$ cat src/rtl/total_accumulator_pkg.sv
// Shared types and constants for the decimal total accumulator.
// Holds the state encoding and the entry-width legality check.
package total_accumulator_pkg;

    typedef enum logic [1:0] {
        IDLE,
        ENTRY,
        TOTAL,
        OVF
    } state_t;

    localparam int DIGIT_MAX = 9;

    // True when the largest MAX_DIGITS-digit decimal entry fits in WIDTH bits.
    function automatic bit entryFitsWidth(input int width, input int maxDigits);
        longint unsigned pow10;
        longint unsigned widthMax;
        pow10 = 1;
        for (int i = 0; i < maxDigits; i++) begin
            pow10 = pow10 * 10;
        end
        if (width >= 63) begin
            return 1'b1;
        end
        widthMax = (64'd1 << width) - 1;
        return (pow10 - 1) <= widthMax;
    endfunction

endpackage

$ cat src/rtl/total_accumulator_cmd_edge_detect.sv
// Rising-edge detector for the controller command levels plus the error level.
// Commands are suppressed while errIn is high; the error edge itself is reported.
module cmd_edge_detect
    import total_accumulator_pkg::*;
#(
    parameter int N = 4
) (
    input  logic         clk,
    input  logic         rst_n,
    input  logic [N-1:0] levelIn,
    input  logic         errIn,
    output logic [N-1:0] cmdPulse,
    output logic         errRise
);

    logic [N-1:0] levelQ;
    logic         errQ;

    // NOTE: sequential state uses non-blocking assignments so every register samples pre-edge values.
    always_ff @(posedge clk or negedge rst_n) begin
        if (!rst_n) begin
            levelQ <= '0;
            errQ   <= 1'b0;
        end else begin
            levelQ <= levelIn;
            errQ   <= errIn;
        end
    end

    assign cmdPulse = levelIn & ~levelQ & {N{~errIn}};
    assign errRise  = errIn & ~errQ;

endmodule

$ cat src/rtl/total_accumulator.sv
// Decimal calculator datapath driven by one-hot command levels from the button decoder.
// Builds entries digit by digit, accumulates a saturating sum and drives the display value.
module total_accumulator
    import total_accumulator_pkg::*;
#(
    parameter int WIDTH      = 16,
    parameter int MAX_DIGITS = 4,
    parameter int ERR_CNT_W  = 8
) (
    input  logic                 clk,
    input  logic                 rst_n,
    input  logic                 enterIn,
    input  logic                 numberIn,
    input  logic                 totalIn,
    input  logic                 clearIn,
    input  logic                 errIn,
    input  logic [3:0]           digitIn,
    output logic [WIDTH-1:0]     displayValue,
    output logic                 showTotal,
    output logic                 overflow,
    output logic                 badDigit,
    output logic [2:0]           digitCount,
    output logic [ERR_CNT_W-1:0] errCount
);

    if (!entryFitsWidth(WIDTH, MAX_DIGITS)) begin : gBadParams
        $error("total_accumulator: MAX_DIGITS decimal digits do not fit in WIDTH bits");
    end

    logic [3:0] cmd;
    logic       errRise;

    cmd_edge_detect #(.N(4)) uEdge (
        .clk      (clk),
        .rst_n    (rst_n),
        .levelIn  ({clearIn, totalIn, enterIn, numberIn}),
        .errIn    (errIn),
        .cmdPulse (cmd),
        .errRise  (errRise)
    );

    state_t           state, stateNext, commitTarget;
    logic [WIDTH-1:0] entry, entryNext, sum, sumNext, displayNext;
    logic [2:0]       countNext;
    logic             badNext, commitReq;
    logic [WIDTH:0]   commitSum;
    logic [WIDTH-1:0] appended;

    // One extra bit on the sum so the carry out flags overflow in the commit cycle.
    assign commitSum = {1'b0, sum} + {1'b0, entry};
    assign appended  = (entry << 3) + (entry << 1) + WIDTH'(digitIn);

    // NOTE: every always_comb output gets a default first so no latch is inferred.
    always_comb begin
        stateNext    = state;
        entryNext    = entry;
        sumNext      = sum;
        countNext    = digitCount;
        badNext      = 1'b0;
        commitReq    = 1'b0;
        commitTarget = IDLE;

        if (cmd[3]) begin
            stateNext = IDLE;
            entryNext = '0;
            sumNext   = '0;
            countNext = '0;
        end else if (cmd[2]) begin
            case (state)
                IDLE, TOTAL: stateNext = TOTAL;
                ENTRY: begin
                    commitReq    = 1'b1;
                    commitTarget = TOTAL;
                end
                default: ;
            endcase
        end else if (cmd[1]) begin
            case (state)
                ENTRY: begin
                    commitReq    = 1'b1;
                    commitTarget = IDLE;
                end
                TOTAL:   stateNext = IDLE;
                default: ;
            endcase
        end else if (cmd[0]) begin
            if (digitIn > 4'(DIGIT_MAX)) begin
                badNext = 1'b1;
            end else begin
                case (state)
                    IDLE, TOTAL: begin
                        stateNext = ENTRY;
                        entryNext = WIDTH'(digitIn);
                        countNext = 3'd1;
                    end
                    ENTRY: begin
                        if (digitCount < 3'(MAX_DIGITS)) begin
                            entryNext = appended;
                            countNext = digitCount + 3'd1;
                        end
                    end
                    default: ;
                endcase
            end
        end

        if (commitReq) begin
            entryNext = '0;
            countNext = '0;
            if (commitSum[WIDTH]) begin
                stateNext = OVF;
                sumNext   = '1;
            end else begin
                stateNext = commitTarget;
                sumNext   = commitSum[WIDTH-1:0];
            end
        end

        case (stateNext)
            TOTAL:   displayNext = sumNext;
            OVF:     displayNext = '1;
            default: displayNext = entryNext;
        endcase
    end

    always_ff @(posedge clk or negedge rst_n) begin
        if (!rst_n) begin
            state        <= IDLE;
            entry        <= '0;
            sum          <= '0;
            digitCount   <= '0;
            displayValue <= '0;
            showTotal    <= 1'b0;
            overflow     <= 1'b0;
            badDigit     <= 1'b0;
            errCount     <= '0;
        end else begin
            state        <= stateNext;
            entry        <= entryNext;
            sum          <= sumNext;
            digitCount   <= countNext;
            displayValue <= displayNext;
            showTotal    <= (stateNext == TOTAL);
            overflow     <= (stateNext == OVF);
            badDigit     <= badNext;
            if (errRise && (errCount != '1)) begin
                errCount <= errCount + 1'b1;
            end
        end
    end

endmodule

$ cat config.mk
export PLATFORM = sky130hd
export DESIGN_NAME = total_accumulator
export DESIGN_NICKNAME = d
export VERILOG_FILES = /design/src/rtl/total_accumulator_pkg.sv /design/src/rtl/total_accumulator_cmd_edge_detect.sv /design/src/rtl/total_accumulator.sv
export SDC_FILE = /design/constraint.sdc
export NUM_CORES = 1
export LEC_CHECK = 0
export CORE_MARGIN = 1.5
export CORE_UTILIZATION = 45
export CTS_BUF_LIST = sky130_fd_sc_hd__clkbuf_8 sky130_fd_sc_hd__clkbuf_16
export CTS_CLUSTER_DIAMETER = 150
export DETAILED_ROUTE_END_ITERATION = 10
export GPL_ROUTABILITY_DRIVEN = 0
export PLACE_DENSITY = 0.65
export RECOVER_POWER = 100
export SYNTH_ARGS = -nofsm -noshare
export SYNTH_HDL_FRONTEND = slang
export SYNTH_SLANG_ARGS = --single-unit
$ cat constraint.sdc
create_clock -name clk -period 3.41 [get_ports clk]
set_input_delay 0.8525 -clock clk [delete_from_list [all_inputs] [get_ports clk]]
set_output_delay 0.8525 -clock clk [all_outputs]
set_load 0.02 [all_outputs]
# After elaboration in Yosys (flattened, before gate mapping)

Cells that the tools add are included.

Add/subtract/negate cells: 5
Magnitude comparators: 2
Equality and inequality tests: 9
Mux-type cells: 42
Bitwise operators: 6
Reductions and logical operators: 6

Operator list:

| kind                                                                    | count |
|---|---|
| 16-bit two-way mux                                                      | 10 |
| 16-bit one-hot mux with 2 select lines                                  | 2 |
| 2-bit two-way mux                                                       | 13 |
| 3-bit two-way mux                                                       | 7 |
| 16-bit by 16-bit adder with 17-bit output                               | 1 |
| 16-bit adder                                                            | 1 |
| 16-bit by 4-bit adder with 16-bit output                                | 1 |
| 1-bit two-way mux                                                       | 9 |
| 8-bit by 1-bit adder with 8-bit output, second input constant           | 1 |
| 4-bit bitwise AND                                                       | 2 |
| 8-bit inequality test, second input constant                            | 1 |
| 2-bit == test, second input constant                                    | 3 |
| 3-bit by 1-bit inequality test with 1-bit output, second input constant | 2 |
| 3-bit one-hot mux with 2 select lines                                   | 1 |
| 6-bit AND reduction                                                     | 1 |
| 4-bit > comparator, second input constant                               | 1 |
| 4-bit inequality test, second input constant                            | 1 |
| 4-bit NOT                                                               | 1 |
| 4-bit nonzero test                                                      | 1 |
| 3-bit by 1-bit adder with 3-bit output, second input constant           | 1 |
| 3-bit < comparator, second input constant                               | 1 |
| 3-bit inequality test, second input constant                            | 1 |
| 3-bit nonzero test                                                      | 1 |
| 2-bit by 1-bit == test with 1-bit output, second input constant         | 1 |
| other kinds (5)                                                         | 6 |

Flip-flop bits (word level): 69
Input bits: 11
Output and inout port bits: 30
Logic and storage cells: 81

# Depth between registers and ports, before layout

Depth in word-level cells: 11
Depth in mapped cells: 13

# By module

Synthesis repeated with hierarchy kept, for this count alone.

Cell total of the unflattened synthesis: 430
Area, all modules: 4381.7 µm²

Modules (own cells, without submodules):

| module            | times used | cells an instance | area each (µm²) |
|---|---|---|---|
| total_accumulator | 1          | 420               | 4212.8 |
| cmd_edge_detect   | 1          | 10                | 168.9 |

# Least setup slack after synthesis

No wires, ideal clock.

Kind: input to register
Start: input digitIn[3]
End: register displayValue[14]
Library setup time: 121 ps
Arrival: 3236 ps
Required time: 3289 ps
Slack: 52 ps
Stages on the path: 12
Path through: inv_1 fa_1 inv_1 fa_1 a211oi_1 o21ai_0 nand2_1 o21ai_0 o41ai_1 or4_4 nand3_2 o22a_1

Cells in the longest elaborated chain, start to end: 10

RTL lines:

| item                                       | RTL line                 | text |
|---|---|---|
| start: declaration                         | total_accumulator.sv:17  | `input logic [3:0] digitIn,` |
| 16-bit by 4-bit adder with 16-bit output   | total_accumulator.sv:51  | `assign appended = (entry << 3) + (entry << 1) + WIDTH'(digitIn);` |
| 16-bit two-way mux                         | total_accumulator.sv:97  | `if (digitCount < 3'(MAX_DIGITS)) begin` |
| 16-bit one-hot mux with 2 select lines     | total_accumulator.sv:90  | `case (state)` |
| 16-bit two-way mux (*)                     | total_accumulator.sv:87  | `if (digitIn > 4'(DIGIT_MAX)) begin` |
| 16-bit two-way mux (*)                     | total_accumulator.sv:86  | `end else if (cmd[0]) begin` |
| 16-bit two-way mux (*)                     | total_accumulator.sv:77  | `end else if (cmd[1]) begin` |
| 16-bit two-way mux (*)                     | total_accumulator.sv:68  | `end else if (cmd[2]) begin` |
| 16-bit two-way mux (*)                     | total_accumulator.sv:63  | `if (cmd[3]) begin` |
| 16-bit two-way mux (*)                     | total_accumulator.sv:107 | `if (commitReq) begin` |
| named net entryNext[14]                    | total_accumulator.sv:43  | `logic [WIDTH-1:0] entry, entryNext, sum, sumNext, displayNext;` |
| 16-bit one-hot mux with 2 select lines (*) | total_accumulator.sv:119 | `case (stateNext)` |
| named net displayNext[14]                  | total_accumulator.sv:43  |  |
| end signal: assignment                     | total_accumulator.sv:142 | `displayValue <= displayNext;` |
| end: declaration                           | total_accumulator.sv:18  | `output logic [WIDTH-1:0] displayValue,` |

The timed path passes the listed nets; every way through them passes the cells marked *.
A chain may end at the register's enable or synchronous reset.

# Final worst setup path

Start: input digitIn[2]
End: register displayValue[14]

The elaborated chain is that of the path after synthesis.

==> results.md <==
- Status: complete, but fails checks
- Failing checks: capacitance limit, slew limit
- Final Max Tran Viols: 70
- GR Layer Usage met2: 36.5%
- Count of final hold-check violations: 0
- Synth-to-layout area growth: 20.9%
- Filler cell count: 850
- Asr flop ratio synth: 100%
- Post-synth top area cell: dfrtp_1
- Synthesized area: 4260 um^2
- Total CTS buffers: 9
- # Max-Cap Violations: 1
- Row cnt: 35
- Initial Util: 46.3%
- Finished Core Util: 56.0%
- Placed cell areas: 4940 um^2
- Met3 Track Usage GR: 4.67%
- R2R depth: 11
- Synth area leaders: dfrtp_1 41%, ha_1 13%, xnor2_1 4.1%
- Ant diodes: 0
- DP HPWL: 7.74 mm
- CP top delay family: compound AO/OA/AOI/OAI gates
- Commonest cells after routing, fill and taps aside: 69 x dfrtp_1, 44 x ha_1, 37 x nor2_1
- DR iter-0 viols: 167
- DRC Markers: 0
- Largest net degree at the start of global routing: 70
- Via/cell ratio: 5.87
- Grt met1 use: 30.9%
- Clock Sinks: 69
- CP most frequent cell: ha_1
- Crit path largest cell delay: 0.46 ns
- Clk_skew: 0.00776 ns
- Initial antenna violation count: 0
- Port bufs: 40
- Cells after Synth: 416
- Clock Tree Buf Depth: 2
- Clock root cell: clkbuf_8
- Critical Path RT: 3.65 ns
- Worst-path fanout max: 3
- Per-cell routed wire length: 17.6 um
- Sequential share of the synthesized area: 40.6%
- First-pass GRT wire length: 17.7 mm
- P_leak: 2.59 nW
- FF+latch count, synth: 69
- Fmax: 304 MHz
- Period Utilization, post-route: 96.3%
- Worst-Skew Late Latency: 0.34 ns
- Hold Crit Class: register to register
- Overall routing resource usage: 22.6%
- Power Density: 509 nW/um^2
- Crit path kind: input pin to register
- Reg clk slew, reported paths: 0.08 ns
- CP bufs+invs: 1
- Share of the synthesized area in the top cell type: 40.6%
- RSZ-0062 raised after global routing: no
- DRT Wirelength: 10.5 mm
- Layout cells sized above 1: 11.5%
- EDFF count, synth: 0
- IO Count: 41
- Vias: 3,517
- Post-synthesis average cell area: 10.2 um^2
- Synth warn: 0
- Ordered list of cells on the worst path: clkdlybuf4s50_1 > ha_1 > ha_1 > fa_2 > a211oi_2 > o21ai_2 > nand2_1 > o21ai_1 > o41ai_2 > or4_4 > nand3_1 > o22a_1
- Synth unique cells: 57
- Top_reg_cell synth: dfrtp_1
- Slew at the pin closest to its max-slew limit: 1.70 ns
- Worst path depth: 12
- Maximum VDD drop: 0.000256 V
- Core box area: 9200 um^2
- Die Span Y: 100 um
- Depth of the CTS H-tree: 3
- DRT antenna net count: 0
- Final Instance Area: 5150 um^2
- Drt pass-1 iters: 5
- Syn Nets: 474
- Total overflow reported by the global router: 0
- Vias in the first global route: 3,534
- Commonest non-fill, non-tap cell in the layout: dfrtp_1
- Critical Path End Type: register
- # hold bufs at CTS: 0
- CP Launch Type: input pin
- Most used routing layer: met2
- CP max stage cell: clkdlybuf4s50_1
- Post-layout nets: 541
- Max_slew headroom: -13.3%
- CP arrival: 3.52 ns
- Overall Power: 2.62 mW
- Die Wd: 100 um
- Final setup fails: 0
- CTS tree: yes
- Tmin final: 3.28 ns
- Worst Hold Path Cells: 1
- Area of the die: 10,000 um^2
## Yosys cell counts (5+ instances only)
cell type and instances:
a21o_1 8, a21oi_1 23, a22oi_1 10, a31oi_1 6, and2_1 5, buf_2 6, clkbuf_1 5, dfrtp_1 69
ha_1 44, inv_1 12, nand2_1 20, nand3_1 6, nand4_1 6, nor2_1 37, nor2b_1 5, nor3_1 9
o21ai_0 31, o221a_2 5, o22a_1 15, xnor2_1 20, xor2_1 11
## metal layers
| layer | part of all wire, % | wire length [um] |
|---|---|---|
| met2 | 47 | 4940 |
| met4 | 1.4 | 142 |
| met1 | 47 | 4940 |
| met5 | 0 | 0 |
| met3 | 4.7 | 494 |
## kinds of logic after synthesis
family | after synthesis | share of synthesized area, %
flops | 69 | 40.6
mux | 3 | 0.735
buf+inv | 25 | 2.73
fa+ha+maj | 47 | 14.3
xor+xnor | 31 | 6.38
simple gates | 111 | 13.5
compound gates | 130 | 21.7
## where the power goes
| group | total, mW | switching [mW] | internal, mW |
|---|---|---|---|
| logic | 0.809 | 0.441 | 0.368 |
| registers | 1.06 | 0.103 | 0.952 |
| clock network | 0.755 | 0.339 | 0.416 |
## state kept, by name, summed over array words and instances, names as in the netlist
signal	cells
sum	16
displayValue	16
uEdge.errQ	1
entry	16
uEdge.levelQ	4
state	2
overflow	1
showTotal	1
errCount	8
digitCount	3
badDigit	1
## what timing repair did
item                                    CTS  global route
setup buffers                             1             2
endpoints found under the setup margin    8             3
gates resized for setup                   8             2
pin swaps                                 6             4
## stage by stage
step                hold WS, ns  TNS (ns)  instances  worst slack [ns]
detailed placement        0.488     -6.71        580            -0.686
global placement          0.490     -6.96        580            -0.676
global route              0.518         0        599           0.00647
floorplan                 0.496         0        416            0.0524
finish                    0.490         0        599             0.126
CTS                       0.500         0        597             0.109
## layout make-up
type,instances,area (um^2),share of cell area (%)
multi-input cells,322,2410,46.9
flip-flops and latches,69,1730,33.6
repair buffers,69,599,11.6
well taps,111,139,2.70
clock buffers,9,124,2.41
clock inverters,7,98.8,1.92
inverters,12,45.0,0.875
## path summary, 6_finish.rpt
kind                               endpoint        start  slack (ns)
setup / recovery           displayValue[14]   digitIn[2]        0.13
hold / removal                  errCount[7]  errCount[7]        0.49
setup reg to reg            displayValue[2]     entry[0]        0.18
hold reg to reg                 errCount[7]  errCount[7]        0.49
max in group asynchronous          entry[7]        rst_n        1.36
min in group asynchronous          badDigit        rst_n        1.04
(Power assumes the default switching activity.)
